### src/rtl/ram_ctrl_pkg.sv
// ram_ctrl_pkg
// Shared definitions for the RAM arbiter slice: default bus widths, the
// sequencer state encoding and the RAM rw pin encoding.
package ram_ctrl_pkg;

    localparam int ADDR_W = 16;
    localparam int DATA_W = 32;

    typedef enum logic [1:0] {
        IDLE    = 2'd0,
        ACCESS  = 2'd1,
        CAPTURE = 2'd2,
        DONE    = 2'd3
    } state_t;

    localparam logic RW_READ  = 1'b0;
    localparam logic RW_WRITE = 1'b1;

endpackage

### src/rtl/rr_arb2.sv
// rr_arb2
// Two-way round-robin picker, purely combinational.
// Ports:
//   req[1:0]    request lines, bit N = requester N
//   last_grant  index of the requester granted most recently
//   en          arbitration enable; no grant is issued while low
//   gnt[1:0]    one-hot grant (all zero when disabled or nothing requested)
//   gnt_idx     index of the winning requester (0 when nothing requested)
module rr_arb2 (
    input  logic [1:0] req,
    input  logic       last_grant,
    input  logic       en,
    output logic [1:0] gnt,
    output logic       gnt_idx
);

    always_comb begin
        gnt_idx = 1'b0;
        // On a tie the requester that did not win last time goes first.
        if (req == 2'b11) begin
            gnt_idx = ~last_grant;
        end else if (req[1]) begin
            gnt_idx = 1'b1;
        end

        gnt = 2'b00;
        if (en && (req != 2'b00)) begin
            gnt = gnt_idx ? 2'b10 : 2'b01;
        end
    end

endmodule

### src/rtl/ram_arbiter.sv
// ram_arbiter
// Round-robin arbiter and sequencer that serialises read/write requests from
// two requesters onto a single-port RAM (write with rw=1 on a rising edge,
// read data on dout one cycle after the address is presented).
// Ports:
//   clk, rst                  clock (rising edge), asynchronous active-high reset
//   reqN_valid/rw/addr/wdata  request from requester N (rw: 1=write, 0=read)
//   reqN_ready                request accepted on this cycle's rising edge
//   reqN_done                 one-cycle completion pulse
//   reqN_rdata                read data, valid while reqN_done=1
//   ram_addr/ram_din/ram_rw   RAM drive
//   ram_dout                  RAM read data
module ram_arbiter #(
    parameter int ADDR_W = ram_ctrl_pkg::ADDR_W,
    parameter int DATA_W = ram_ctrl_pkg::DATA_W
) (
    input  logic              clk,
    input  logic              rst,

    input  logic              req0_valid,
    input  logic              req0_rw,
    input  logic [ADDR_W-1:0] req0_addr,
    input  logic [DATA_W-1:0] req0_wdata,
    output logic              req0_ready,
    output logic              req0_done,
    output logic [DATA_W-1:0] req0_rdata,

    input  logic              req1_valid,
    input  logic              req1_rw,
    input  logic [ADDR_W-1:0] req1_addr,
    input  logic [DATA_W-1:0] req1_wdata,
    output logic              req1_ready,
    output logic              req1_done,
    output logic [DATA_W-1:0] req1_rdata,

    output logic [ADDR_W-1:0] ram_addr,
    output logic [DATA_W-1:0] ram_din,
    output logic              ram_rw,
    input  logic [DATA_W-1:0] ram_dout
);

    import ram_ctrl_pkg::*;

    state_t            state, state_nxt;
    logic              last_grant;
    logic              cur;        // requester owning the transaction in flight
    logic              lat_rw;
    logic              arb_en;
    logic [1:0]        gnt;
    logic              gnt_idx;
    logic              accept;
    logic              sel_rw;
    logic [ADDR_W-1:0] sel_addr;
    logic [DATA_W-1:0] sel_wdata;
    logic [DATA_W-1:0] rdata0, rdata1;

    // Arbitration only in IDLE; held off during reset so ready reads 0 there.
    assign arb_en = (state == IDLE) && !rst;

    rr_arb2 u_arb (
        .req        ({req1_valid, req0_valid}),
        .last_grant (last_grant),
        .en         (arb_en),
        .gnt        (gnt),
        .gnt_idx    (gnt_idx)
    );

    assign req0_ready = gnt[0];
    assign req1_ready = gnt[1];
    assign accept     = |gnt;
    assign req0_rdata = rdata0;
    assign req1_rdata = rdata1;

    always_comb begin
        sel_rw    = req0_rw;
        sel_addr  = req0_addr;
        sel_wdata = req0_wdata;
        if (gnt_idx) begin
            sel_rw    = req1_rw;
            sel_addr  = req1_addr;
            sel_wdata = req1_wdata;
        end
    end

    always_ff @(posedge clk or posedge rst) begin
        if (rst) begin
            state <= IDLE;
        end else begin
            state <= state_nxt;
        end
    end

    always_comb begin
        state_nxt = state;
        req0_done = 1'b0;
        req1_done = 1'b0;
        case (state)
            IDLE: begin
                if (accept) begin
                    state_nxt = ACCESS;
                end
            end
            ACCESS: begin
                state_nxt = (lat_rw == RW_WRITE) ? DONE : CAPTURE;
            end
            CAPTURE: begin
                state_nxt = DONE;
            end
            DONE: begin
                req0_done = !cur;
                req1_done = cur;
                state_nxt = IDLE;
            end
            default: begin
                state_nxt = IDLE;
            end
        endcase
    end

    // Accept: latch the request straight into the RAM address/data registers
    // so it is on the RAM pins during ACCESS. ram_rw is high only for the
    // single ACCESS cycle of a write; every other edge clears it.
    always_ff @(posedge clk or posedge rst) begin
        if (rst) begin
            last_grant <= 1'b1;
            cur        <= 1'b0;
            lat_rw     <= RW_READ;
            ram_addr   <= '0;
            ram_din    <= '0;
            ram_rw     <= 1'b0;
            rdata0     <= '0;
            rdata1     <= '0;
        end else begin
            ram_rw <= 1'b0;
            if (accept) begin
                last_grant <= gnt_idx;
                cur        <= gnt_idx;
                lat_rw     <= sel_rw;
                ram_addr   <= sel_addr;
                ram_din    <= sel_wdata;
                ram_rw     <= (sel_rw == RW_WRITE);
            end
            // Capture: RAM output is valid during CAPTURE; only the owner's
            // rdata changes, so the other requester's last read is kept.
            if (state == CAPTURE) begin
                if (cur) begin
                    rdata1 <= ram_dout;
                end else begin
                    rdata0 <= ram_dout;
                end
            end
        end
    end

endmodule

### config.mk
export PLATFORM = sky130hd
export DESIGN_NAME = ram_arbiter
export DESIGN_NICKNAME = d
export VERILOG_FILES = /design/src/rtl/ram_ctrl_pkg.sv /design/src/rtl/rr_arb2.sv /design/src/rtl/ram_arbiter.sv
export SDC_FILE = /design/constraint.sdc
export NUM_CORES = 1
export LEC_CHECK = 0
export ABC_AREA = 1
export CORE_MARGIN = 2
export CORE_UTILIZATION = 55
export DETAILED_ROUTE_END_ITERATION = 10
export DONT_BUFFER_PORTS = 1
export MAX_ROUTING_LAYER = met4
export PLACE_DENSITY = 0.79
export SLEW_MARGIN = 15
export SYNTH_ARGS = -nofsm -noshare
export SYNTH_HDL_FRONTEND = slang
export SYNTH_SLANG_ARGS = --single-unit
### constraint.sdc
create_clock -name clk -period 3.5 [get_ports clk]
set_input_delay 0.525 -clock clk [delete_from_list [all_inputs] [get_ports clk]]
set_output_delay 0.525 -clock clk [all_outputs]
set_load 0.05 [all_outputs]
### Yosys cells after proc, flatten, opt, wreduce, memory -nomap -nowiden

Cells that the tools add are included.

* register bits: 118
* logic and storage cells: 38

* equal/unequal tests: 5
* bitwise operators: 2
* multiplexer cells: 13
* reduce and logical (&&, ||, !) cells: 9

Operators with widths (count)
* $mux W32: 1
* $mux W16: 1
* $pmux W2 S4: 1
* $mux W1: 7
* $eq A2 B2 Y1 const B: 3
* $mux W2: 3
* $reduce_and A2 Y1: 2
* $eq A2 B1 Y1 const B: 1
* $logic_and A1 B1 Y1: 2
* $logic_not A1 Y1: 2
* $logic_not A2 Y1: 1
* $ne A2 B2 Y1 const B: 1
* $not A1 Y1: 2
* $reduce_bool A2 Y1: 1
* $reduce_or A2 Y1: 1

### Longest topological paths before layout

* depth after elaboration: 7
* mapped depth: 9
* gate-level depth less buffers: 8

### Hierarchy

Synthesis repeated with hierarchy kept, for this count alone.

* cells, all modules: 648
* area, all modules: 5139.9 um2

By module, submodules not included
* ram_arbiter: cells an instance 640, area each 5103.6 um2, seq. area each 2954.1 um2, instances 1
* rr_arb2: cells an instance 8, area each 36.3 um2, seq. area each 0.0 um2, instances 1

### Worst setup path after synthesis

OpenSTA, ideal clock, no wires.

* path kind: register -> output
* from: register state[0]
* to: output req0_ready
* path slack: 1176 ps
* data required time: 2975 ps
* cell stages (with the launch flop): 8
* buffers on the path: 1
* arrival time: 1799 ps
* cells stage by stage: dfrtp_1 inv_1 ha_1 inv_1 nor2_4 nand2_4 buf_4 nor2_1

* longest elaborated chain between the ends: 4

RTL lines
* start, declared: RTL line ram_arbiter.sv:44 `state_t state, state_nxt;`
* start signal, assigned: RTL line ram_arbiter.sv:89 `state <= state_nxt;`
* $logic_not A2 Y1: RTL line ram_arbiter.sv:58 `assign arb_en = (state == IDLE) && !rst;`
* $logic_and A1 B1 Y1: RTL line ram_arbiter.sv:58
* $logic_and A1 B1 Y1: RTL line rr_arb2.sv:27 `if (en && (req != 2'b00)) begin`
* $mux W2: RTL line rr_arb2.sv:27
* end, declared: RTL line ram_arbiter.sv:24 `output logic req0_ready,`

No other way between the ends.

### Worst setup path in the final report

Same ends and word-level chain as after synthesis.

==> run_results.csv <==
group,metric,value,unit
timing,timing.clock.skew,8.78,ps
global_routing,grt_antenna_before_repair,0,
setup_path,worstPathCellList,"inv_1, ha_1, inv_1, nor2_4, nand2_4, nor2_1, buf_4",
routing,wirelength,12200,µm
power_and_ir_drop,power.sequential.fraction,60.9,%
power_and_ir_drop,cellLeakagePower,3.23,nW
setup_path,critPathMaxStageDelay,430,ps
placed_design,place_inst,749,
setup_path,critical_path_startpoint_category,"flop",
power_and_ir_drop,power.internal,3.47,mW
setup_path,critical-path-top-delay-family,"simple AND/OR/NAND/NOR gates",
floorplan,num_io_pins,251,
timing,max_freq,0.377,GHz
power_and_ir_drop,p_per_area,1300,mW/mm²
timing,rsz0062_at_grt,"false",
floorplan,initial_utilization,56.9,%
power_and_ir_drop,reported_net_switching_power,4.20,mW
timing,post-route-worst-setup-slack,851,ps
routing,post-route-drc-count,0,
clock_tree,clkTransAtPathRegs,60,ps
synth,synth.distinct_cells,20,
synth,netlist.area_leader.share,55.7,%
synth,syn-instance-count,652,
routing,detailedRoute.firstIterationViolations,214,
power_and_ir_drop,totalPowerFinal,7.66,mW
global_routing,track_usage,24.4,%
floorplan,core.rowCount,35,
routing,via_per_inst,5.27,
placed_design,port-buffer-count,0,
setup_path,crit_fanout,30,
floorplan,die_width,102,µm
routing,vias,4124,
timing,timing_hold_violations_final,0,
cells_and_area,finalNetCount,779,
cells_and_area,layout-drive-gt1-share,7.20,%
timing,post-route-period-util,75.7,%
synth,seq_total_area_yosys,56.2,%
setup_path,critical_path_buf_inv_count,3,
global_routing,grt_pass1_wl,19100,µm
hold_path,min-delay-path-class,"input port to flop",
timing,min_period,2650,ps
clock_tree,htreeDepth,4,
cells_and_area,final_cells,782,
synth,postSynthRegisterBits,118,
synth,syn_nets,791,
power_and_ir_drop,highest_ir_drop_seen_on_vdd,0.614,mV
clock_tree,cts_tree,"yes",
floorplan,die_y,102,µm
power_and_ir_drop,p_sw_share,54.8,%
clock_tree,cts.sinks,118,
clock_tree,cts_setup_buffers,0,
placed_design,place_area,0.00527,mm²
global_routing,pin_count_of_the_biggest_net_entering_global_routing,92,
placed_design,dpl.hpwl,8360,µm
power_and_ir_drop,clkPwrFrac,22.3,%
setup_path,critical_path_class,"flop to output pin",
routing,route.detailed.wl_per_inst,15.6,µm
synth,syn_avg_cell_area,8.07,µm²
cells_and_area,finalInstanceArea,0.00587,mm²
placed_design,gp_congestion,0.839,
setup_path,critical_path_required,2970,ps
power_and_ir_drop,combinationalPowerShare,16.9,%
outcome,run_status,"completed",
timing,setup-tns-final,0,ps
placed_design,post-place-ws,1290,ps
job,drv_cap,0,
setup_path,critPathMostFrequentCell,"sky130_fd_sc_hd__inv_1",
synth,syn_warnings,0,
setup_path,regToRegSetupSlack,1300,ps
routing,detailedRoute.firstPassIterationCount,5,
synth,synth.largest_area_cell,"sky130_fd_sc_hd__dfrtp_1",
synth,netlist_area,0.00526,mm²
routing,drtAntennaViolNets,0,
floorplan,floorplan.die_area,0.0104,mm²
cells_and_area,areaGrowthSynthToFinish,11.6,%
global_routing,global_route.overflow_total,0,
clock_tree,cts-buffers-inserted,17,
clock_tree,worst_skew_pair.late_latency,500,ps
cells_and_area,antenna_cells_inserted,0,
global_routing,first_global_vias,3957,
timing,transition_time_of_the_tightest_slew_check_pin,1010,ps
timing,timing.final.setup_violations,0,
synth,synth.area.top_cells,"sky130_fd_sc_hd__dfrtp_1 56%, sky130_fd_sc_hd__nand2_1 23%, sky130_fd_sc_hd__o21ai_0 6.1%",
cells_and_area,fill_cell_total_of_the_finished_layout,781,
setup_path,setup.worst_path.end_class,"output pin",
cells_and_area,area_occupied_by_multi_input_gates,0.00191,mm²
floorplan,coreArea,0.00924,mm²
setup_path,cp_slowest_cell,"sky130_fd_sc_hd__dfrtp_1",
clock_tree,clockRootBuffer,"sky130_fd_sc_hd__clkbuf_8",
timing,timing.max_slew.rel_slack,32.7,%
timing,final_max_slew_viol_count,0,
clock_tree,clockBufferDepth,2,
cells_and_area,seq_area,0.00295,mm²
setup_path,worstPathArrival,2120,ps
-- per-layer routing --
layer / share of wire [%] / vias to the layer above / wire, µm / global-route usage, %
li1: - / 1989 / - / -
met1: 39 / 1919 / 4820 / 29.0
met2: 51 / 189 / 6190 / 37.9
met3: 7.5 / 27 / 916 / 7.59
met4: 2.5 / 0 / 310 / 11.5
met5: 0 / - / 0 / -
-- repair_timing --
action,4_1_cts,5_1_grt
hold endpoints to repair,27,0
hold buffers,1,0
gates resized for setup,0,0
-- synthesized netlist by cell type --
cell	instances
sky130_fd_sc_hd__buf_6	5
sky130_fd_sc_hd__inv_4	1
sky130_fd_sc_hd__nand3_1	52
sky130_fd_sc_hd__ha_1	5
sky130_fd_sc_hd__nand2_2	2
sky130_fd_sc_hd__buf_4	5
sky130_fd_sc_hd__o21ai_1	1
sky130_fd_sc_hd__dfstp_2	1
sky130_fd_sc_hd__nand2_1	322
sky130_fd_sc_hd__inv_2	2
sky130_fd_sc_hd__dfrtp_1	117
sky130_fd_sc_hd__buf_1	1
sky130_fd_sc_hd__nor2_4	1
sky130_fd_sc_hd__nand2_4	1
sky130_fd_sc_hd__inv_1	42
sky130_fd_sc_hd__nand3b_1	1
sky130_fd_sc_hd__buf_2	22
sky130_fd_sc_hd__clkbuf_1	5
sky130_fd_sc_hd__nor2_1	2
sky130_fd_sc_hd__o21ai_0	64
-- power groups by stage --
stage | Sequential (mW) | Clock (mW) | Combinational (mW)
floorplan | 4.49 | 0 | 1.11
global placement | 4.67 | 0 | 1.20
detailed placement | 4.68 | 0 | 1.31
CTS | 4.66 | 1.74 | 1.31
global route | 4.73 | 1.81 | 1.53
finish | 4.66 | 1.71 | 1.29
-- cells in the final DEF (no fill, tap or decap) --
cell,count
sky130_fd_sc_hd__buf_4,4
sky130_fd_sc_hd__nand3b_1,1
sky130_fd_sc_hd__inv_1,41
sky130_fd_sc_hd__inv_4,1
sky130_fd_sc_hd__clkinv_4,2
sky130_fd_sc_hd__clkinvlp_4,5
sky130_fd_sc_hd__nand2_4,1
sky130_fd_sc_hd__nor2_4,1
sky130_fd_sc_hd__buf_12,2
sky130_fd_sc_hd__o21ai_1,1
sky130_fd_sc_hd__clkbuf_8,2
sky130_fd_sc_hd__bufinv_16,2
sky130_fd_sc_hd__o21ai_0,64
sky130_fd_sc_hd__dlygate4sd3_1,1
sky130_fd_sc_hd__inv_8,2
sky130_fd_sc_hd__ha_1,5
sky130_fd_sc_hd__nand2_1,322
sky130_fd_sc_hd__dfstp_2,1
sky130_fd_sc_hd__inv_6,4
sky130_fd_sc_hd__nand3_1,52
sky130_fd_sc_hd__nor2_1,2
sky130_fd_sc_hd__dfrtp_1,117
sky130_fd_sc_hd__inv_2,2
sky130_fd_sc_hd__clkbuf_16,16
sky130_fd_sc_hd__nand2_2,2
-- logic make-up (layout without fill, tap and decap cells) --
logic type | count (synthesis) | count (layout) | synth area share, %
flip-flops | 118 | 118 | 56.2
AO/OA/AOI/OAI | 65 | 65 | 6.19
AND/OR/NAND/NOR | 381 | 381 | 28.9
buffers and inverters | 83 | 84 | 7.57
adder cells (fa/ha/maj) | 5 | 5 | 1.19
-- cell type report --
cell class / instances / area share, %
Inverter: 45 / 2.98
Multi-Input combinational cell: 451 / 32.5
Sequential cell: 118 / 50.3
Tap cell: 129 / 2.75
Clock buffer: 18 / 7.29
Timing Repair Buffer: 7 / 1.36
Clock inverter: 14 / 2.81
-- state kept, by name (all words and copies together), names as in the netlist --
signal and count:
cur 1, last_grant 1, lat_rw 1, ram_addr 16, ram_din 32, ram_rw 1, req0_rdata 32, req1_rdata 32
state 2
-- worst paths after layout --
check                                  startpoint                         end  depth (start not counted)
min in group asynchronous                     rst      ram_din[2]$_DFFE_PP0P_                          2
min reg2reg                last_grant$_DFFE_PP1P_      last_grant$_DFFE_PP1P_                          2
min                                  ram_dout[16]  req0_rdata[16]$_DFFE_PP0P_                          2
max reg2reg                  state[0]$_DFFE_PP0P_          lat_rw$_DFFE_PP0P_                          9
max in group asynchronous                     rst   req0_rdata[5]$_DFFE_PP0P_                          3
max                          state[0]$_DFFE_PP0P_                  req0_ready                          7
-- metrics by stage --
step,hold WS [ps],util [%]
after detailed placement,453,57.0
after floorplan,442,-
after CTS,156,63.5
after global placement,452,57.0
after global routing,157,63.5
final,184,63.5
Note: power is estimated with default switching activity, not from simulation.
